==> config.mk <==
export PLATFORM = sky130hd
export DESIGN_NAME = mem_port_arbiter
export DESIGN_NICKNAME = d
export VERILOG_FILES = /design/src/rtl/mem_port_arbiter_pkg.sv /design/src/rtl/mem_arb_pick.sv /design/src/rtl/mem_port_arbiter.sv
export SDC_FILE = /design/constraint.sdc
export NUM_CORES = 1
export LEC_CHECK = 0
export BUFFER_PORTS_ARGS = -buffer_cell sky130_fd_sc_hd__buf_2
export CORE_ASPECT_RATIO = 0.6
export CORE_MARGIN = 3
export CORE_UTILIZATION = 48
export DETAILED_ROUTE_END_ITERATION = 8
export PLACE_DENSITY_LB_ADDON = 0.12
export SLEW_MARGIN = 30
export SYNTH_ARGS = -nofsm -noshare
export SYNTH_HDL_FRONTEND = slang
export SYNTH_SLANG_ARGS = --single-unit
export TNS_END_PERCENT = 5
==> constraint.sdc <==
create_clock -name clk_i -period 1.86 [get_ports clk_i]
set_input_delay 0.186 -clock clk_i [delete_from_list [all_inputs] [get_ports clk_i]]
set_output_delay 0.186 -clock clk_i [all_outputs]
set_load 0.02 [all_outputs]
==> src/rtl/mem_port_arbiter_pkg.sv <==
// rtl/mem_port_arbiter_pkg.sv - shared types and defaults for the IF/MEM memory port arbiter
package mem_port_arbiter_pkg;

  typedef enum logic [1:0] {
    ST_IDLE = 2'd0,
    ST_BUSY = 2'd1,
    ST_DONE = 2'd2
  } state_e;

  typedef enum logic {
    OWN_IF = 1'b0,
    OWN_DM = 1'b1
  } owner_e;

  localparam int DEF_MAX_DATA_RUN = 4;
  localparam int DEF_TIMEOUT      = 255;
  localparam int RUN_W            = 4;
  localparam int WD_W             = 8;

endpackage

==> src/rtl/mem_arb_pick.sv <==
// rtl/mem_arb_pick.sv - data-first priority pick with a run counter that forces a fetch grant
// after MAX_DATA_RUN consecutive data grants taken while fetch was waiting.
module mem_arb_pick
  import mem_port_arbiter_pkg::*;
#(
  parameter int MAX_DATA_RUN = DEF_MAX_DATA_RUN
) (
  input  logic clk_i,
  input  logic rst_i,
  input  logic if_req_i,
  input  logic dm_req_i,
  input  logic grant_i,
  output logic winner_o
);

  localparam logic [RUN_W-1:0] RUN_MAX = RUN_W'(MAX_DATA_RUN);

  logic [RUN_W-1:0] run_cnt_q, run_cnt_d;
  owner_e           winner;

  always_comb begin
    winner    = OWN_IF;
    run_cnt_d = run_cnt_q;
    if (dm_req_i && !(if_req_i && (run_cnt_q == RUN_MAX))) begin
      winner = OWN_DM;
    end
    // The run only counts data grants that actually made fetch wait.
    if (grant_i) begin
      if ((winner == OWN_DM) && if_req_i) begin
        run_cnt_d = (run_cnt_q == RUN_MAX) ? RUN_MAX : run_cnt_q + 1'b1;
      end else begin
        run_cnt_d = '0;
      end
    end
  end

  always_ff @(posedge clk_i or negedge rst_i) begin
    if (!rst_i) begin
      run_cnt_q <= '0;
    end else begin
      run_cnt_q <= run_cnt_d;
    end
  end

  assign winner_o = winner;

endmodule

==> src/rtl/mem_port_arbiter.sv <==
// rtl/mem_port_arbiter.sv - serialises IF and MEM stage accesses onto one variable-latency
// memory port, with per-stage stalls and a sticky watchdog timeout flag.
module mem_port_arbiter
  import mem_port_arbiter_pkg::*;
#(
  parameter int ADDR_W       = 32,
  parameter int DATA_W       = 32,
  parameter int MAX_DATA_RUN = DEF_MAX_DATA_RUN,
  parameter int TIMEOUT      = DEF_TIMEOUT
) (
  input  logic              clk_i,
  input  logic              rst_i,
  input  logic              start_i,
  input  logic              if_req_i,
  input  logic [ADDR_W-1:0] if_addr_i,
  output logic [DATA_W-1:0] if_rdata_o,
  output logic              if_ready_o,
  input  logic              dm_req_i,
  input  logic              dm_we_i,
  input  logic [ADDR_W-1:0] dm_addr_i,
  input  logic [DATA_W-1:0] dm_wdata_i,
  output logic [DATA_W-1:0] dm_rdata_o,
  output logic              dm_ready_o,
  output logic              stall_if_o,
  output logic              stall_mem_o,
  output logic              mem_req_o,
  output logic              mem_we_o,
  output logic [ADDR_W-1:0] mem_addr_o,
  output logic [DATA_W-1:0] mem_wdata_o,
  input  logic [DATA_W-1:0] mem_rdata_i,
  input  logic              mem_ack_i,
  output logic              err_o
);

  localparam logic [WD_W-1:0] WD_LAST = WD_W'(TIMEOUT - 1);

  state_e            state_q, state_d;
  owner_e            owner_q, owner_d;
  logic              mem_req_q, mem_req_d;
  logic              mem_we_q, mem_we_d;
  logic [ADDR_W-1:0] mem_addr_q, mem_addr_d;
  logic [DATA_W-1:0] mem_wdata_q, mem_wdata_d;
  logic [WD_W-1:0]   wd_q, wd_d;
  logic [DATA_W-1:0] if_rdata_q, if_rdata_d;
  logic [DATA_W-1:0] dm_rdata_q, dm_rdata_d;
  logic              if_ready_q, if_ready_d;
  logic              dm_ready_q, dm_ready_d;
  logic              err_q, err_d;
  logic              grant;
  logic              winner;

  mem_arb_pick #(
    .MAX_DATA_RUN(MAX_DATA_RUN)
  ) u_pick (
    .clk_i   (clk_i),
    .rst_i   (rst_i),
    .if_req_i(if_req_i),
    .dm_req_i(dm_req_i),
    .grant_i (grant),
    .winner_o(winner)
  );

  always_comb begin
    state_d     = state_q;
    owner_d     = owner_q;
    mem_req_d   = mem_req_q;
    mem_we_d    = mem_we_q;
    mem_addr_d  = mem_addr_q;
    mem_wdata_d = mem_wdata_q;
    wd_d        = wd_q;
    if_rdata_d  = if_rdata_q;
    dm_rdata_d  = dm_rdata_q;
    if_ready_d  = 1'b0;
    dm_ready_d  = 1'b0;
    err_d       = err_q;
    grant       = 1'b0;

    case (state_q)
      ST_IDLE: begin
        if (start_i && (if_req_i || dm_req_i)) begin
          grant     = 1'b1;
          owner_d   = owner_e'(winner);
          mem_req_d = 1'b1;
          wd_d      = '0;
          state_d   = ST_BUSY;
          if (owner_e'(winner) == OWN_DM) begin
            mem_we_d    = dm_we_i;
            mem_addr_d  = dm_addr_i;
            mem_wdata_d = dm_wdata_i;
          end else begin
            mem_we_d    = 1'b0;
            mem_addr_d  = if_addr_i;
            mem_wdata_d = '0;
          end
        end
      end

      ST_BUSY: begin
        // Ack is checked first so a same-cycle ack beats the watchdog.
        if (mem_ack_i || (wd_q == WD_LAST)) begin
          mem_req_d = 1'b0;
          state_d   = ST_DONE;
          if (!mem_ack_i) begin
            err_d = 1'b1;
          end
          if (owner_q == OWN_DM) begin
            dm_ready_d = 1'b1;
            if (!mem_we_q) begin
              dm_rdata_d = mem_ack_i ? mem_rdata_i : '0;
            end
          end else begin
            if_ready_d = 1'b1;
            if_rdata_d = mem_ack_i ? mem_rdata_i : '0;
          end
        end else begin
          wd_d = wd_q + 1'b1;
        end
      end

      ST_DONE: begin
        state_d = ST_IDLE;
      end

      default: begin
        state_d   = ST_IDLE;
        mem_req_d = 1'b0;
      end
    endcase
  end

  always_ff @(posedge clk_i or negedge rst_i) begin
    if (!rst_i) begin
      state_q     <= ST_IDLE;
      owner_q     <= OWN_IF;
      mem_req_q   <= 1'b0;
      mem_we_q    <= 1'b0;
      mem_addr_q  <= '0;
      mem_wdata_q <= '0;
      wd_q        <= '0;
      if_rdata_q  <= '0;
      dm_rdata_q  <= '0;
      if_ready_q  <= 1'b0;
      dm_ready_q  <= 1'b0;
      err_q       <= 1'b0;
    end else begin
      state_q     <= state_d;
      owner_q     <= owner_d;
      mem_req_q   <= mem_req_d;
      mem_we_q    <= mem_we_d;
      mem_addr_q  <= mem_addr_d;
      mem_wdata_q <= mem_wdata_d;
      wd_q        <= wd_d;
      if_rdata_q  <= if_rdata_d;
      dm_rdata_q  <= dm_rdata_d;
      if_ready_q  <= if_ready_d;
      dm_ready_q  <= dm_ready_d;
      err_q       <= err_d;
    end
  end

  assign if_rdata_o  = if_rdata_q;
  assign if_ready_o  = if_ready_q;
  assign dm_rdata_o  = dm_rdata_q;
  assign dm_ready_o  = dm_ready_q;
  assign mem_req_o   = mem_req_q;
  assign mem_we_o    = mem_we_q;
  assign mem_addr_o  = mem_addr_q;
  assign mem_wdata_o = mem_wdata_q;
  assign err_o       = err_q;
  assign stall_if_o  = if_req_i & ~if_ready_q;
  assign stall_mem_o = dm_req_i & ~dm_ready_q;

endmodule

==> metrics list <==
* Count of placed standard cells including taps: around 1,000
- Result of the run: finished, final reports clean
* CTS tree: yes
* Die height: about 94 um
- Slew margin rel.: roughly 64%
* Post-Syn Instances: 593
* Top post-synthesis cells by area: dfrtp_1 (60%), nand2_1 (8.1%), a21oi_1 (5.4%)
* Total congestion overflow: 0
- In the final routed layout, each cell accounts on average for about 17 um.
- CTS built an H-tree with a depth of 4.
- Dividing the final minimum period by the clock period gives between 90% and 100%.
* Final Slew Violations: 0
* Synth Warn #: 0
- Top-level I/O count: 270
* Clock Latency Late Sink: roughly 0.41 ns
- The worst hold path begins at if_addr_i[18].
* Pwr per Cell Area: 1560 nW/um^2
* Maximum Capacitance Violations: 0
- Setup violations remaining at the end of the flow were counted as 0.
- In this run the biggest area consumer among cell types represents approximately three fifths of the synthesized area.
* Leakage component of the power: 4.37 nW
- The multi-input combinational cells in the finished layout cover a total of 2280 sq um.
- The floorplan has 31 rows.
- Signed area change from the synthesized netlist to the final layout: 38.2%
- # DRC: 0
* Reg-to-Reg End: dm_rdata_o[24]$_DFFE_PN0P_
- Counting I/O delays and the setup requirement, the final critical path takes approximately 1.8 ns.
* Final HPWL DP: between 10 and 15 mm
- After synthesis, flip-flops and latches occupy between 50 and 60% of the total area.
* Vias: around 5,600
- From left edge to right edge, the die measures around 150 um.
- Type of the tightest min-delay check: in2reg
- Register bit count reported by yosys: roughly 150
* Total area of sequential cells: 3700 sq um
- Final wirelength: between 15 and 20 mm
- Data on the critical path is required at its endpoint by ~2.2 ns.
- DIE AREA: ~14,000 sq um
* Final number of hold-violating endpoints: 0
- The initial antenna violation count is 0.
- Transition time of the tightest slew-check pin: 0.535 ns
* Clock buffer count from CTS: 17
- After synthesis, the netlist uses 43 different library cells.
- In this run the register-to-register setup slack is ~0.065 ns.
* Fin area: 8590 sq um
- Most frequent cells in the layout: buf_2 (268), dfrtp_1 (148), nand2_1 (134)
* Buffers on Ports: around 270
- A synthesized cell averages between 10 and 15 sq um.
- The first detailed-routing pass ran for 5 iterations.
* Worst-case hold path end point: mem_addr_o[18]$_DFFE_PN0P_
- Depth of the worst hold-timing path: 3
- Cell taking the most area after synthesis: dfrtp_1
- Root buffer cell: clkbuf_16
- After clock tree synthesis, the clock-pin slew on the worst setup and hold paths is about 0.060 ns.
- Entering global routing, the biggest net connects 65 pins.
* Data arrival time of the critical path: around 2.1 ns
- Power after layout: between 10 and 15 mW
* Global-route wire length before repair: roughly 27 mm
- Number of buffers on the longest clock path: 2
- Net total in the final layout: 1,014
- Via density per instance: roughly 5.3
* Clock sink total: approximately 150
- Leading cell type in the layout, fill and taps excluded: buf_2
- Global routing used a little under a quarter of the available tracks.
- Depth of the worst register-to-register path: 7
- The number of global-route vias before repair came to 5,516.
* Worst Skew: around 0.013 ns
- At the end of routability-driven placement, the weighted congestion stood at slightly above 0.8.
- The worst setup path is captured at a register.
- Once the floorplan was initialized, standard cells occupied between 50% and 60% of the core.
- Post-synthesis instance area: around 6200 sq um
- Placeable core area: about 12,000 sq um
- FF-to-FF Start: wd_q[0]$_DFFE_PN0P_
- Filler Cell Count: slightly below 1,000
* Non-Filler Instances: 1,051
- Worst vdd ir: 0.000873 V
* Remaining number of nets flagged by the antenna check after routing: 0
* DRC marker count from the first detailed-route iteration: roughly 350
- Maximum frequency from static timing analysis: roughly 560 MHz
- Antenna cell count: 0
- After detailed placement, the total cell area comes to between 7000 and 8000 sq um.
* Kind of launch point of the worst setup path: register
- The number of nets handed over by synthesis was 732.
- In the final layout, the share of cells above drive strength 1 is 37.7%.
* Largest fanout on the critical path: 8
- Once layout is complete, the utilization of the core stands at a little over two thirds.
- The worst setup path is of the reg2reg kind.
[kinds of logic (layout without fill, tap and decap cells)]
kind of cell	Yosys count	after routing	synth area share [%]
AND/OR/NAND/NOR	233	235	16.6
AO/OA/AOI/OAI	152	152	17.9
flip-flops	148	148	59.6
buffers and inverters	52	343	4.53
adder cells (fa/ha/maj)	4	4	0.805
XOR/XNOR	3	3	0.423
multiplexers	1	1	0.181
[metal layers]
layer  share of wire (%)  vias up  global-route usage [%]
met5                   0        -                       0
met4                 1.1        0                    6.45
met3                 7.7       17                    6.76
met2                  48      221                    38.8
met1                  43     2718                    31.1
li1                    -     2646                       -
[Yosys cell counts, drive strengths merged]
master and number:
xor2 3, and2 4, o2111ai 1, a41o 1, mux2 1, a22o 3
o21bai 1, a32o 33, nand4 1, ha 4, nor3b 1, o2bb2ai 32
o211ai 3, nand3 38, a21boi 1, nand3b 2, o211a 1, clkbuf 12
and3 4, nand2 134, nor3 1, a311oi 1, dfrtp 148, or3 1
nand2b 1, buf 35, a21o 1, nor2b 4, nor4 1, and2b 1
nand4b 1, o21ai 7, a21oi 67, inv 5, nor2 39
[power breakdown]
| group | total, mW | leakage, nW | internal (mW) | switching [mW] |
|---|---|---|---|---|
| Combinational | 4.92 | 2.26 | 1.82 | 3.11 |
| Sequential | 5.09 | 1.84 | 4.40 | 0.688 |
| Clock | 3.41 | 0.275 | 2.10 | 1.31 |
| Total | 13.4 | 4.37 | 8.32 | 5.11 |
[flip-flops by register name (all words and copies together) (netlist names)]
register and flops:
dm_rdata_o 32, owner_q 1, mem_wdata_o 32, if_ready_o 1, wd_q 8, err_o 1
mem_addr_o 32, state_q 2, u_pick.run_cnt_q 4, dm_ready_o 1, mem_req_o 1, if_rdata_o 32
mem_we_o 1
[repair_timing]
item	in CTS	in global routing
hold endpoints to repair	70	0
pin swaps	0	2
hold buffers	21	0
buffers inserted	0	2
setup endpoints to repair	2	32
gates cloned	0	2
resized for setup	0	3
[metrics by stage]
step	TNS [ns]	setup WS [ns]	hold WS [ns]
6_report	0	0.0655	0.0133
3_5_place_dp	0	0.0176	0.179
4_1_cts	-0.00273	-0.00182	0.0000831
5_1_grt	-0.136	-0.0172	0.00886
2_1_floorplan	0	0.255	-0.110
3_3_place_gp	0	0.0683	0.175
[worst max-delay path: stages (launching register included)]
cell and delay (ns):
dfrtp_1 0.42, inv_1 0.08, ha_1 0.20, nand3_2 0.13
o21bai_4 0.26, buf_4 0.18, nand3_4 0.14, a32o_1 0.26
[worst max-delay path by stage]
stage / slack [ns] / startpoint / endpoint
after floorplan: 0.25 / wd_q[0]$_DFFE_PN0P_ / if_rdata_o[22]$_DFFE_PN0P_
after global placement: 0.07 / wd_q[0]$_DFFE_PN0P_ / dm_rdata_o[22]$_DFFE_PN0P_
after detailed placement: 0.02 / wd_q[0]$_DFFE_PN0P_ / dm_rdata_o[10]$_DFFE_PN0P_
after CTS: -0.002 / wd_q[0]$_DFFE_PN0P_ / dm_rdata_o[7]$_DFFE_PN0P_
after global routing: -0.02 / wd_q[0]$_DFFE_PN0P_ / dm_rdata_o[2]$_DFFE_PN0P_
final: 0.07 / wd_q[0]$_DFFE_PN0P_ / dm_rdata_o[24]$_DFFE_PN0P_
[final cells by class]
type / count / share of cell area (%)
Clock inverter: 12 / 1.82
Multi-Input combinational cell: 395 / 26.5
Inverter: 5 / 0.218
Timing Repair Buffer: 308 / 20.9
Clock buffer: 18 / 5.00
Tap cell: 165 / 2.40
Sequential cell: 148 / 43.1
(Power assumes the default switching activity.)
